===== src/rtl/spi_pkg.sv =====
// Shared types and widths for the SPI register-access slave.
package spi_pkg;

    localparam int unsigned ADDR_W = 7;
    localparam int unsigned DATA_W = 8;
    localparam int unsigned CNT_W  = 3;

    localparam logic RW_READ  = 1'b1;
    localparam logic RW_WRITE = 1'b0;

    typedef enum logic [1:0] {
        IDLE = 2'd0,
        CMD  = 2'd1,
        DATA = 2'd2
    } spi_state_e;

endpackage


===== src/rtl/spi_slave_if.sv =====
// SPI pins plus the regwrap-side address/data handshake.
interface spi_slave_if;
    import spi_pkg::*;

    logic              sclk;
    logic              cs_n;
    logic              mosi;
    logic              miso;
    logic              miso_oe;
    logic [ADDR_W-1:0] addr;
    logic              addr_dv;
    logic              rw_out;
    logic [DATA_W-1:0] rx_d;
    logic              rxdv;
    logic [DATA_W-1:0] tx_d;

    modport slave (
        input  sclk, cs_n, mosi, tx_d,
        output miso, miso_oe, addr, addr_dv, rw_out, rx_d, rxdv
    );

    modport master (
        output sclk, cs_n, mosi, tx_d,
        input  miso, miso_oe, addr, addr_dv, rw_out, rx_d, rxdv
    );

endinterface


===== src/rtl/spi_sync.sv =====
// Multi-flop synchronizer for one asynchronous input with registered edge pulses.
module spi_sync #(
    parameter int unsigned STAGES  = 2,
    parameter logic        RST_VAL = 1'b0
) (
    input  logic clk,
    input  logic reset,
    input  logic d_i,
    output logic level_o,
    output logic rise_o,
    output logic fall_o
);
    logic [STAGES-1:0] sync_q;
    logic              prev_q;
    logic              rise_q;
    logic              fall_q;

    always_ff @(posedge clk) begin
        if (reset) begin
            sync_q <= {STAGES{RST_VAL}};
            prev_q <= RST_VAL;
            rise_q <= 1'b0;
            fall_q <= 1'b0;
        end else begin
            sync_q <= {sync_q[STAGES-2:0], d_i};
            prev_q <= sync_q[STAGES-1];
            rise_q <= sync_q[STAGES-1] & ~prev_q;
            fall_q <= ~sync_q[STAGES-1] & prev_q;
        end
    end

    assign level_o = sync_q[STAGES-1];
    assign rise_o  = rise_q;
    assign fall_o  = fall_q;

endmodule


===== src/rtl/spi_slave.sv =====
// SPI mode-0 register-access slave: decodes a {rw,addr} command byte, then
// streams write bytes to, or read bytes from, a register wrapper with auto-increment.
module spi_slave
    import spi_pkg::*;
#(
    parameter int unsigned SYNC_STAGES = 2
) (
    input  logic       clk,
    input  logic       reset,
    spi_slave_if.slave bus
);
    localparam logic [CNT_W-1:0] LAST_BIT = CNT_W'(DATA_W - 1);
    localparam logic [2:0]       ARM_CNT  = 3'(SYNC_STAGES + 1);

    logic sclk_rise, sclk_fall, sclk_lvl_unused;
    logic cs_lvl, cs_rise, cs_fall;
    logic mosi_lvl, mosi_rise_unused, mosi_fall_unused;

    spi_state_e        state_q, state_d;
    logic [CNT_W-1:0]  bit_cnt_q, bit_cnt_d;
    logic [DATA_W-2:0] shift_q, shift_d;
    logic [DATA_W-2:0] tx_sh_q, tx_sh_d;
    logic [ADDR_W-1:0] addr_q, addr_d;
    logic [DATA_W-1:0] rxd_q, rxd_d;
    logic              rw_q, rw_d;
    logic              addr_dv_q, addr_dv_d;
    logic              rxdv_q, rxdv_d;
    logic              miso_q, miso_d;
    logic              miso_oe_q, miso_oe_d;
    logic              tx_pend_q, tx_pend_d;
    logic [2:0]        arm_q, arm_d;
    logic [DATA_W-1:0] byte_c;
    logic              armed_c;

    spi_sync #(.STAGES(SYNC_STAGES), .RST_VAL(1'b0)) u_sync_sclk (
        .clk(clk), .reset(reset), .d_i(bus.sclk),
        .level_o(sclk_lvl_unused), .rise_o(sclk_rise), .fall_o(sclk_fall)
    );

    spi_sync #(.STAGES(SYNC_STAGES), .RST_VAL(1'b1)) u_sync_cs (
        .clk(clk), .reset(reset), .d_i(bus.cs_n),
        .level_o(cs_lvl), .rise_o(cs_rise), .fall_o(cs_fall)
    );

    spi_sync #(.STAGES(SYNC_STAGES), .RST_VAL(1'b0)) u_sync_mosi (
        .clk(clk), .reset(reset), .d_i(bus.mosi),
        .level_o(mosi_lvl), .rise_o(mosi_rise_unused), .fall_o(mosi_fall_unused)
    );

    // A frame may start only after cs_n has really been seen high since reset.
    assign armed_c = (arm_q == ARM_CNT);

    always_ff @(posedge clk) begin
        if (reset) state_q <= IDLE;
        else       state_q <= state_d;
    end

    always_comb begin
        state_d = state_q;
        unique case (state_q)
            IDLE:    if (cs_fall && armed_c) state_d = CMD;
            CMD:     if (sclk_rise && bit_cnt_q == LAST_BIT) state_d = DATA;
            DATA:    state_d = DATA;
            default: state_d = IDLE;
        endcase
        if (cs_rise) state_d = IDLE;
    end

    always_comb begin
        bit_cnt_d = bit_cnt_q;
        shift_d   = shift_q;
        tx_sh_d   = tx_sh_q;
        addr_d    = addr_q;
        rxd_d     = rxd_q;
        rw_d      = rw_q;
        addr_dv_d = 1'b0;
        rxdv_d    = 1'b0;
        miso_d    = miso_q;
        miso_oe_d = miso_oe_q;
        tx_pend_d = tx_pend_q;
        arm_d     = arm_q;
        byte_c    = {shift_q, mosi_lvl};

        if (!armed_c) arm_d = cs_lvl ? arm_q + 3'd1 : 3'd0;

        // Write address advances only after its strobe has been presented.
        if (rxdv_q) addr_d = addr_q + ADDR_W'(1);

        if (state_q == IDLE) begin
            bit_cnt_d = '0;
        end else if (!cs_rise) begin
            if (sclk_rise) begin
                shift_d   = byte_c[DATA_W-2:0];
                bit_cnt_d = bit_cnt_q + CNT_W'(1);
                if (bit_cnt_q == LAST_BIT) begin
                    if (state_q == CMD) begin
                        addr_d = byte_c[ADDR_W-1:0];
                        rw_d   = byte_c[DATA_W-1];
                        if (byte_c[DATA_W-1] == RW_READ) begin
                            addr_dv_d = 1'b1;
                            tx_pend_d = 1'b1;
                        end
                    end else if (rw_q == RW_READ) begin
                        addr_d    = addr_q + ADDR_W'(1);
                        addr_dv_d = 1'b1;
                        tx_pend_d = 1'b1;
                    end else begin
                        rxd_d     = byte_c;
                        rxdv_d    = 1'b1;
                        addr_dv_d = 1'b1;
                    end
                end
            end
            if (sclk_fall && state_q == DATA && rw_q == RW_READ) begin
                if (tx_pend_q) begin
                    miso_d    = bus.tx_d[DATA_W-1];
                    tx_sh_d   = bus.tx_d[DATA_W-2:0];
                    miso_oe_d = 1'b1;
                    tx_pend_d = 1'b0;
                end else begin
                    {miso_d, tx_sh_d} = {tx_sh_q, 1'b0};
                end
            end
        end

        if (cs_lvl || state_q == IDLE) begin
            miso_d    = 1'b0;
            miso_oe_d = 1'b0;
            tx_pend_d = 1'b0;
        end
    end

    always_ff @(posedge clk) begin
        if (reset) begin
            bit_cnt_q <= '0;
            shift_q   <= '0;
            tx_sh_q   <= '0;
            addr_q    <= '0;
            rxd_q     <= '0;
            rw_q      <= 1'b0;
            addr_dv_q <= 1'b0;
            rxdv_q    <= 1'b0;
            miso_q    <= 1'b0;
            miso_oe_q <= 1'b0;
            tx_pend_q <= 1'b0;
            arm_q     <= '0;
        end else begin
            bit_cnt_q <= bit_cnt_d;
            shift_q   <= shift_d;
            tx_sh_q   <= tx_sh_d;
            addr_q    <= addr_d;
            rxd_q     <= rxd_d;
            rw_q      <= rw_d;
            addr_dv_q <= addr_dv_d;
            rxdv_q    <= rxdv_d;
            miso_q    <= miso_d;
            miso_oe_q <= miso_oe_d;
            tx_pend_q <= tx_pend_d;
            arm_q     <= arm_d;
        end
    end

    assign bus.miso    = miso_q;
    assign bus.miso_oe = miso_oe_q;
    assign bus.addr    = addr_q;
    assign bus.addr_dv = addr_dv_q;
    assign bus.rw_out  = rw_q;
    assign bus.rx_d    = rxd_q;
    assign bus.rxdv    = rxdv_q;

endmodule


===== src/flat_wrapper.sv =====
// flat-port wrapper written by rule: the top's interface ports become plain ports
module spi_slave_flat import spi_pkg::*;
#(
    parameter int unsigned SYNC_STAGES = 2
)
  (clk, reset, bus_sclk, bus_cs_n, bus_mosi, bus_tx_d, bus_miso, bus_miso_oe, bus_addr, bus_addr_dv, bus_rw_out, bus_rx_d, bus_rxdv);
  spi_slave_if bus_i ();
  input  logic clk;
  input  logic reset;
  input wire logic [$bits(bus_i.sclk)-1:0] bus_sclk;
  input wire logic [$bits(bus_i.cs_n)-1:0] bus_cs_n;
  input wire logic [$bits(bus_i.mosi)-1:0] bus_mosi;
  input wire logic [$bits(bus_i.tx_d)-1:0] bus_tx_d;
  output wire logic [$bits(bus_i.miso)-1:0] bus_miso;
  output wire logic [$bits(bus_i.miso_oe)-1:0] bus_miso_oe;
  output wire logic [$bits(bus_i.addr)-1:0] bus_addr;
  output wire logic [$bits(bus_i.addr_dv)-1:0] bus_addr_dv;
  output wire logic [$bits(bus_i.rw_out)-1:0] bus_rw_out;
  output wire logic [$bits(bus_i.rx_d)-1:0] bus_rx_d;
  output wire logic [$bits(bus_i.rxdv)-1:0] bus_rxdv;
  assign bus_i.sclk = bus_sclk;
  assign bus_i.cs_n = bus_cs_n;
  assign bus_i.mosi = bus_mosi;
  assign bus_i.tx_d = bus_tx_d;
  assign bus_miso = bus_i.miso;
  assign bus_miso_oe = bus_i.miso_oe;
  assign bus_addr = bus_i.addr;
  assign bus_addr_dv = bus_i.addr_dv;
  assign bus_rw_out = bus_i.rw_out;
  assign bus_rx_d = bus_i.rx_d;
  assign bus_rxdv = bus_i.rxdv;
  spi_slave #(.SYNC_STAGES(SYNC_STAGES)) u_core (.clk(clk), .reset(reset), .bus(bus_i));
endmodule

===== config.mk =====
export PLATFORM = sky130hd
export DESIGN_NAME = spi_slave_flat
export DESIGN_NICKNAME = d
export VERILOG_FILES = /design/src/rtl/spi_pkg.sv /design/src/rtl/spi_slave_if.sv /design/src/rtl/spi_sync.sv /design/src/rtl/spi_slave.sv /design/src/flat_wrapper.sv
export SDC_FILE = /design/constraint.sdc
export NUM_CORES = 1
export LEC_CHECK = 0
export BUFFER_PORTS_ARGS = -buffer_cell sky130_fd_sc_hd__buf_2
export CORE_MARGIN = 10
export CORE_UTILIZATION = 45
export DETAILED_ROUTE_END_ITERATION = 10
export MAX_ROUTING_LAYER = met4
export PLACE_DENSITY = 0.65
export SETUP_SLACK_MARGIN = 0.15
export SLEW_MARGIN = 25
export SYNTH_ARGS = -nofsm -noshare
export SYNTH_HDL_FRONTEND = slang
export SYNTH_SLANG_ARGS = --single-unit

===== constraint.sdc =====
create_clock -name clk -period 2.9 [get_ports clk]
set_input_delay 0.29 -clock clk [delete_from_list [all_inputs] [get_ports clk]]
set_output_delay 0.29 -clock clk [all_outputs]
set_load 0.01 [all_outputs]

== Word level (Yosys, flattened, before mapping) ==
Index checks and enable logic that the tools add are counted.
Cells by class
  $add $sub $neg: 3
  equality and inequality tests: 6
  muxes and demuxes: 23
  bitwise gates (word level): 14
  reduce and logical (&&, ||, !) cells: 19
Operator list (count)
  two-way mux 7 bit: 8
  two-way mux 1 bit: 11
  inverter 1 bit: 10
  adder 7 x 1 -> 7 bit (second input constant): 1
  adder 3 x 1 -> 3 bit (second input constant): 2
  one-hot mux 2 bit (3 select lines): 1
  AND reduction 2 bit: 3
  AND reduction 3 bit: 2
  AND reduction 6 bit: 1
  OR reduction 2 bit: 3
  OR reduction 6 bit: 1
  AND reduction 5 bit: 1
  OR reduction 5 bit: 1
  AND 1 bit: 4
  logical AND 1 bit: 4
  two-way mux 2 bit: 2
  != test 2 x 1 -> 1 bit (second input constant): 2
  AND reduction 4 bit: 1
  == test 3 x 2 -> 1 bit (second input constant): 1
  == test 3 bit (second input constant): 1
  two-way mux 3 bit: 1
  == test 2 x 1 -> 1 bit (second input constant): 1
  == test 2 bit (second input constant): 1
  logical NOT 2 bit: 1
  logical OR 1 bit: 1
Word-level totals
  flip-flop bits (word level): 55
  output and inout bits: 20

== Logic depth before layout (Yosys ltp) ==
Gate-level depths: netlist of the first run.
  word-level depth: 8
  gate-level depth with buffers: 9

== Modules after synthesis ==
From an unflattened synthesis of the first run, not the netlist that was laid out.
Second synthesis, totals
  cell total of the unflattened synthesis: 270
  area, all modules: 2468.6 um2
By module, submodules not included
  spi_slave: times used 1, cells each 240, area an instance 2067.0 um2, sequential area each 860.8 um2
  spi_sync: times used 3, cells each 10, area an instance 133.9 um2, sequential area each 100.1 um2

== Worst setup path after synthesis of the first run ==
OpenSTA, ideal clock, no wires.
  path kind: register -> register
  from: reg u_core.state_q[0]
  to: reg u_core.addr_q[0], in the netlist u_core.bus.addr[0]
  setup time: 103 ps
  data arrival time: 1529 ps
  data required time: 2797 ps
  path slack: 1268 ps
  stages on the path, launching flop included: 8
  buffers on the path: 2
  clock period less this slack: 1632 ps
  cells stage by stage: dfxtp_1 > inv_1 > ha_1 > buf_6 > nor4bb_1 > buf_2 > a21oi_1 > a2111oi_2
On the way
  word-level cells in the longest chain between the ends: 6
  elaborated cells between the ends (all ways): 7
  those cells by class: eq/ne (1); mux (5); reduce/logical (1)
Ends and longest elaborated chain
  from (decl): RTL line spi_slave.sv:19  | spi_state_e state_q, state_d;
  from (signal assigned): RTL line spi_slave.sv:55  | else state_q <= state_d;
  == test 2 x 1 -> 1 bit: RTL line spi_slave.sv:96  | if (state_q == CMD) begin
  two-way mux 7 bit: RTL line spi_slave.sv:96
  two-way mux 7 bit: RTL line spi_slave.sv:95  | if (bit_cnt_q == LAST_BIT) begin
  two-way mux 7 bit: RTL line spi_slave.sv:92  | if (sclk_rise) begin
  two-way mux 7 bit: RTL line spi_slave.sv:91  | end else if (!cs_rise) begin
  two-way mux 7 bit (*): RTL line spi_slave.sv:89  | if (state_q == IDLE) begin
  to (signal assigned): RTL line spi_slave.sv:151  | addr_q <= addr_d;
  to (decl): RTL line spi_slave.sv:23  | logic [ADDR_W-1:0] addr_q, addr_d;
Every way passes the cells marked *; elsewhere a longest branch is shown, timed or not.
A chain may end at the register's enable or synchronous reset.

== Final worst setup path of the first run ==
  from: reg u_core.state_q[1]
  to: reg u_core.miso_q, in the netlist u_core.bus.miso
On the way
  word-level cells in the longest chain between the ends: 4
  elaborated cells between the ends (all ways): 8
  those cells by class: eq/ne (1); bitwise (1); reduce/logical (6)
Ends and longest elaborated chain
  == test 2 bit: RTL line spi_slave.sv:114  | if (sclk_fall && state_q == DATA && rw_q == RW_READ) begin
  logical AND 1 bit (2 in a row): RTL line spi_slave.sv:114
  AND reduction 3 bit (no line)
  to (signal assigned): RTL line spi_slave.sv:156  | miso_q <= miso_d;
  to (decl): RTL line spi_slave.sv:28  | logic miso_q, miso_d;
Several ways; a longest one is shown, not always the timed one.

==> metrics.yaml, run 1 <==
outcome: "complete, no violations"
critical_path.top_delay_family: "simple AND/OR/NAND/NOR gates"
final_core_utilization_pct: 51.6
cts.reportedPaths.clkPinSlew_ns: 0.10
final_cell_count_no_fill: 352
synthDistinctLibCells: 44
synth_most_common_cell: "sky130_fd_sc_hd__dfxtp_1"
setup_viol_count_final: 0
seq_power_share_pct: 62.5
postSynthCellCount: 256
firstDrtPassIters: 4
io_pins: 33
gpl.final_weighted_congestion: 0.791
slew_violations: 0
timing.final.hold_violations: 0
postSynthNetCount: 277
worst_setup_path_end_kind: "register"
setup_tns_ns: 0
core.rowCount: 26
maximum_clock_path_buffer_count: 2
synthArstFlopShare_pct: 0
num-fill-cells: 494
antenna_cells_inserted: 0
area_growth_syn_to_layout_pct: 11.7
clock_skew_ns: 0.00328
via_count: 1828
fmax_ghz: 0.530
grt_start_max_net_pins: 52
cts_tree: "done"
clock_sink_count: 55
wirelength_um: 4620
vdd_drop_max_mv: 0.210
port_buffers: 32
worst_slew_margin_rel_pct: 38.7
dp.cells: 344
worst_skew_pair.late_latency_ns: 0.31
synth-seq-cells: 55
path_cells: "inv_1, ha_1, nor2_2, and4_1, nor2_1, a211oi_1"
die_area_mm2: 0.00854
yosys_warning_count: 0
overflow: 0
total_routing_resource_utilization_after_global_routing_pct: 11.6
start_util_pct: 46.2
switching_power_mw: 0.279
cap_violations: 0
power_frac_comb_pct: 3.4
critPathLaunchType: "register"
antenna_found_initial: 0
post_dp_cell_area_mm2: 0.00255
reg2reg_setup_slack_ns: 1.01
powerDensity_mw_per_mm2: 468
height_of_the_chip_um: 92.4
yosysSeqAreaShare_pct: 46.7
cts-htree-levels: 2
yosys-top-cells-count: "55 x sky130_fd_sc_hd__dfxtp_1, 32 x sky130_fd_sc_hd__nor2_1, 21 x sky130_fd_sc_hd__a21oi_1"
dp.final_hpwl_um: 3240
leakage_nw: 0.995
hp-class: "input pin to register"
power.switching_fraction_pct: 22.6
grt_pass1_wl_um: 8120
first_global_vias: 1768
final_nets: 302
synth.top_cells.by_area: "sky130_fd_sc_hd__dfxtp_1 47%, sky130_fd_sc_hd__mux2i_1 7.2%, sky130_fd_sc_hd__nor2_1 5.1%, sky130_fd_sc_hd__a21oi_1 4.5%, sky130_fd_sc_hd__ha_1 4.2%"
yosys_most_used_dff: "sky130_fd_sc_hd__dfxtp_1"
layout.cell_area.non_filler_mm2: 0.00263
fin_total_pwr_mw: 1.23
layout_setup_ws_ns: 1.01
rsz_0062_raised_after_global_routing: "no"
die_span_x_um: 92.4
tightestPinTransition_ns: 0.920
cp.required_ns: 3.13
total_of_cells_resized_after_clock_tree_synthesis: 0
detail-route-antenna-nets: 0
synth-edff-count: 0
hold_buffer_count_at_cts: 0
synth.cell_area_mm2: 0.00236
cellInternalPower_mw: 0.954
synth_top_area_share_pct: 46.7
detail_route.iter0.violations: 82
power_frac_clock_pct: 34.1
synth.avg_cell_area_um2: 9.21
min_period_over_period_pct: 65.1
pre_cts_slack_ns: 1.02
post_cts_buffers: 0
critical_path_peak_fanout: 16
whs_ns: 0.164
wl_per_cell_um: 13.1
final_layout_size_suffix_gt1_share_pct: 18.1
route.detailed.vias_per_inst: 5.19
worst-setup-path-type: "register to register"
crit_buf_inv: 1
critPathMaxStageDelay_ns: 0.54
clock_tree.root_cell: "sky130_fd_sc_hd__clkbuf_8"
cp.arrival_ns: 2.11
crit_slowest_cell: "sky130_fd_sc_hd__and4_1"
placeableCoreArea_mm2: 0.00511
number_of_cts_inserted_buffers: 5
final.min_clock_period_ns: 1.89
drc_errors: 0
synth_top_area_cell: "sky130_fd_sc_hd__dfxtp_1"
sequential cells by signal, indices dropped and copies added, names as in the netlist:
signal and flops:
u_core.bus.miso_oe 1, u_core.bus.miso 1, u_core.u_sync_cs.sync_q 2, u_core.u_sync_cs.rise_o 1
u_core.bus.rx_d 8, u_core.u_sync_sclk.rise_o 1, u_core.tx_pend_q 1, u_core.u_sync_mosi.sync_q 2
u_core.u_sync_cs.fall_o 1, u_core.u_sync_sclk.sync_q 2, u_core.tx_sh_q 7, u_core.u_sync_cs.prev_q 1
u_core.arm_q 3, u_core.bus.addr 7, u_core.u_sync_sclk.prev_q 1, u_core.u_sync_sclk.fall_o 1
u_core.bus.addr_dv 1, u_core.shift_q 7, u_core.bus.rxdv 1, u_core.state_q 2
u_core.bus.rw_out 1, u_core.bit_cnt_q 3
path summary, 6_finish.rpt:
kind                                            startpoint                          to  depth (start not counted)
worst max-delay path                     u_core.state_q[1]             u_core.bus.miso                          6
worst min register to register  u_core.u_sync_cs.sync_q[0]  u_core.u_sync_cs.sync_q[1]                          1
worst min-delay path                              bus_cs_n  u_core.u_sync_cs.sync_q[0]                          2
worst max register to register           u_core.state_q[1]             u_core.bus.miso                          6
per-layer routing:
layer | global-route usage (%) | routed length (µm)
met3 | 3.47 | 269
met1 | 14.5 | 2300
met4 | 4.63 | 71
met2 | 17.1 | 1980
met5 | - | 0
logic make-up after synthesis:
kind of cell    Yosys count  share of synthesized area (%)
xor+xnor                  8                           2.97
flops                    55                           46.7
simple gates             99                           21.1
compound gates           47                           13.4
mux                      17                           7.21
fa+ha+maj                 8                           4.24
buf+inv                  22                           4.40
worst register-to-register path: stages, from the launching register on:
cell and delay, ns:
sky130_fd_sc_hd__dfxtp_1 0.37, sky130_fd_sc_hd__inv_1 0.08, sky130_fd_sc_hd__ha_1 0.29, sky130_fd_sc_hd__nor2_2 0.21
sky130_fd_sc_hd__and4_1 0.54, sky130_fd_sc_hd__nor2_1 0.08, sky130_fd_sc_hd__a211oi_1 0.24
cell usage in the layout (no fill, tap or decap), types with 7 or more instances in the layout:
cell type	synthesis	routed
sky130_fd_sc_hd__a211oi_1	7	7
sky130_fd_sc_hd__ha_1	8	8
sky130_fd_sc_hd__nand3_1	11	11
sky130_fd_sc_hd__nor2_1	32	32
sky130_fd_sc_hd__buf_2	5	32
sky130_fd_sc_hd__nor2b_1	9	9
sky130_fd_sc_hd__a21oi_1	21	21
sky130_fd_sc_hd__dfxtp_1	55	55
sky130_fd_sc_hd__mux2i_1	17	17
sky130_fd_sc_hd__nand2_1	20	20
power groups by stage:
| stage | logic, mW | registers [mW] | clock network, mW |
|---|---|---|---|
| floorplan | 0.0294 | 0.787 | 0 |
| global placement | 0.0408 | 0.788 | 0 |
| detailed placement | 0.0421 | 0.788 | 0 |
| CTS | 0.0423 | 0.771 | 0.440 |
| global route | 0.0480 | 0.772 | 0.468 |
| finish | 0.0418 | 0.771 | 0.420 |
layout make-up:
class                   instances  area [µm²]  area share, %
repair buffers                 34         175           6.65
clock buffers                   5        68.8           2.61
flip-flops and latches         55        1100           41.8
well taps                      70        87.6           3.33
clock inverters                 3        18.8          0.713
inverters                       6        22.5          0.855
multi-input cells             179        1160           44.0
(Power assumes the default switching activity.)
==> inputs of run 2 (changes only) <==
==> constraint.sdc (replaced) <==
create_clock -name clk -period 1.9 [get_ports clk]
set_input_delay 0.19 -clock clk [delete_from_list [all_inputs] [get_ports clk]]
set_output_delay 0.19 -clock clk [all_outputs]
set_load 0.01 [all_outputs]
==> run 2 against run 1 <==
Sequential share of layout area decreased by 1.4 points. Non-clock buffer count increased by 7. Largest power group unchanged. Largest cell class unchanged. Die area stayed put. Highest routed layer unchanged. Critical endpoint is now u_core.bus.addr[0].
==> metrics.yaml, run 2 (synthesis gave the netlist of run 1 again) <==
total_routing_resource_utilization_after_global_routing_pct: 12.0
final_cell_count_no_fill: 359
cts-htree-levels: 2
powerDensity_mw_per_mm2: 692
whs_ns: 0.0731
final.min_clock_period_ns: 1.65
antenna_cells_inserted: 0
critPathLaunchType: "register"
holdPathStages: 2
layout.cells.most_common_list: "53 x sky130_fd_sc_hd__dfxtp_1, 33 x sky130_fd_sc_hd__buf_2, 32 x sky130_fd_sc_hd__nor2_1"
min_period_over_period_pct: 86.9
hold_buffer_count_at_cts: 0
worst_setup_path_end_kind: "register"
cts.reportedPaths.clkPinSlew_ns: 0.10
layout_commonest_cell: "sky130_fd_sc_hd__dfxtp_1"
cap_violations: 0
final_layout_size_suffix_gt1_share_pct: 22.5
clock_skew_ns: 0.0147
number_of_cts_inserted_buffers: 5
layout_setup_ws_ns: 0.249
seq_power_share_pct: 62.3
grt.met1_usage_pct: 15.9
die_span_x_um: 92.4
grt_start_max_net_pins: 30
r2r.worst_path.cells: 6
critPathMaxStageDelay_ns: 0.34
cp.required_ns: 2.11
start_util_pct: 46.2
maximum_clock_path_buffer_count: 2
clock_tree.root_cell: "sky130_fd_sc_hd__clkbuf_8"
gpl.final_weighted_congestion: 0.816
wl_per_cell_um: 13.2
switching_power_mw: 0.426
critical_path_peak_fanout: 5
io_pins: 33
area_growth_syn_to_layout_pct: 15.8
slew_violations: 0
final_nets: 309
placeableCoreArea_mm2: 0.00511
worst_slew_margin_rel_pct: 62.2
cts_tree: "done"
vdd_drop_max_mv: 0.437
post_cts_buffers: 0
wirelength_um: 4750
die_area_mm2: 0.00854
tightestPinTransition_ns: 0.566
clock_sink_count: 55
cellInternalPower_mw: 1.46
via_count: 1843
grt_pass1_wl_um: 8470
antenna_found_initial: 0
fmax_ghz: 0.606
detail-route-antenna-nets: 0
area_occupied_by_multi_input_gates_mm2: 0.00118
timing.final.hold_violations: 0
power_frac_comb_pct: 3.6
pre_cts_slack_ns: 0.186
rsz_0062_raised_after_global_routing: "yes"
hp-class: "input pin to register"
worst_skew_pair.late_latency_ns: 0.31
gr-usage-met2_pct: 16.9
port_buffers: 32
leakage_nw: 1.03
height_of_the_chip_um: 92.4
register_area_mm2: 0.00110
route.detailed.vias_per_inst: 5.13
detail_route.iter0.violations: 113
crit_slowest_cell: "sky130_fd_sc_hd__dfxtp_1"
gr-usage-met3_pct: 3.87
worst-setup-path-type: "register to register"
num-fill-cells: 505
dp.cells: 350
overflow: 0
power.switching_fraction_pct: 22.6
gr-max-usage-layer: "met2"
first_global_vias: 1795
setup_tns_ns: 0
drc_errors: 0
power_frac_clock_pct: 34.1
cp.arrival_ns: 1.86
setup_viol_count_final: 0
largest_reg_flops: 8
dp.final_hpwl_um: 3390
outcome: "complete, no violations"
path_cells: "inv_1, ha_2, nor4bb_4, buf_4, a21oi_1, a2111oi_2"
firstDrtPassIters: 4
core.rowCount: 26
-- run 2: final cells by class --
type	instances	area share, %
Clock buffer	5	2.52
Clock inverter	3	0.917
Inverter	6	0.825
Multi-Input combinational cell	179	43.4
Sequential cell	55	40.4
Tap cell	70	3.21
Timing Repair Buffer	41	8.71
-- run 2: critical path, delay by kind of cell, from the launching register on --
| family | cells | cell delay [ns] |
|---|---|---|
| compound gates | 2 | 0.42 |
| fa+ha+maj | 1 | 0.23 |
| buf+inv | 2 | 0.26 |
| flops | 1 | 0.34 |
| simple gates | 1 | 0.31 |
-- run 2: path summary, 6_finish.rpt --
| path | from | end | slack (ns) |
|---|---|---|---|
| worst max-delay path | u_core.state_q[0] | u_core.bus.addr[0] | 0.25 |
| worst min-delay path | bus_cs_n | u_core.u_sync_cs.sync_q[0] | 0.07 |
| worst max register to register | u_core.state_q[0] | u_core.bus.addr[0] | 0.25 |
| worst min register to register | u_core.u_sync_cs.sync_q[0] | u_core.u_sync_cs.sync_q[1] | 0.41 |
-- run 2: power by group through the flow --
stage / Combinational (mW) / Sequential [mW] / Clock (mW)
6_report: 0.0678 / 1.18 / 0.644
5_1_grt: 0.0781 / 1.18 / 0.724
4_1_cts: 0.0682 / 1.18 / 0.673
3_5_place_dp: 0.0677 / 1.20 / 0
3_3_place_gp: 0.0663 / 1.20 / 0
2_1_floorplan: 0.0449 / 1.20 / 0
-- run 2: through the flow --
stage	utilization, %	power [mW]	instance area [µm²]
2_1_floorplan	-	1.25	2360
6_report	53.5	1.89	2730
4_1_cts	52.8	1.92	2700
3_5_place_dp	51.0	1.27	2600
5_1_grt	53.5	1.98	2730
3_3_place_gp	51.0	1.27	2600
-- run 2: what timing repair did --
| action | 4_1_cts | 5_1_grt |
|---|---|---|
| resized for setup | 0 | 9 |
| endpoints found under the setup margin | 0 | 21 |
| hold endpoints to repair | 0 | 0 |
-- run 2: routing by layer --
| layer | up-vias | routed length (µm) |
|---|---|---|
| li1 | 956 | - |
| met1 | 839 | 2400 |
| met2 | 44 | 2000 |
| met3 | 4 | 308 |
| met4 | 0 | 45 |
| met5 | - | 0 |
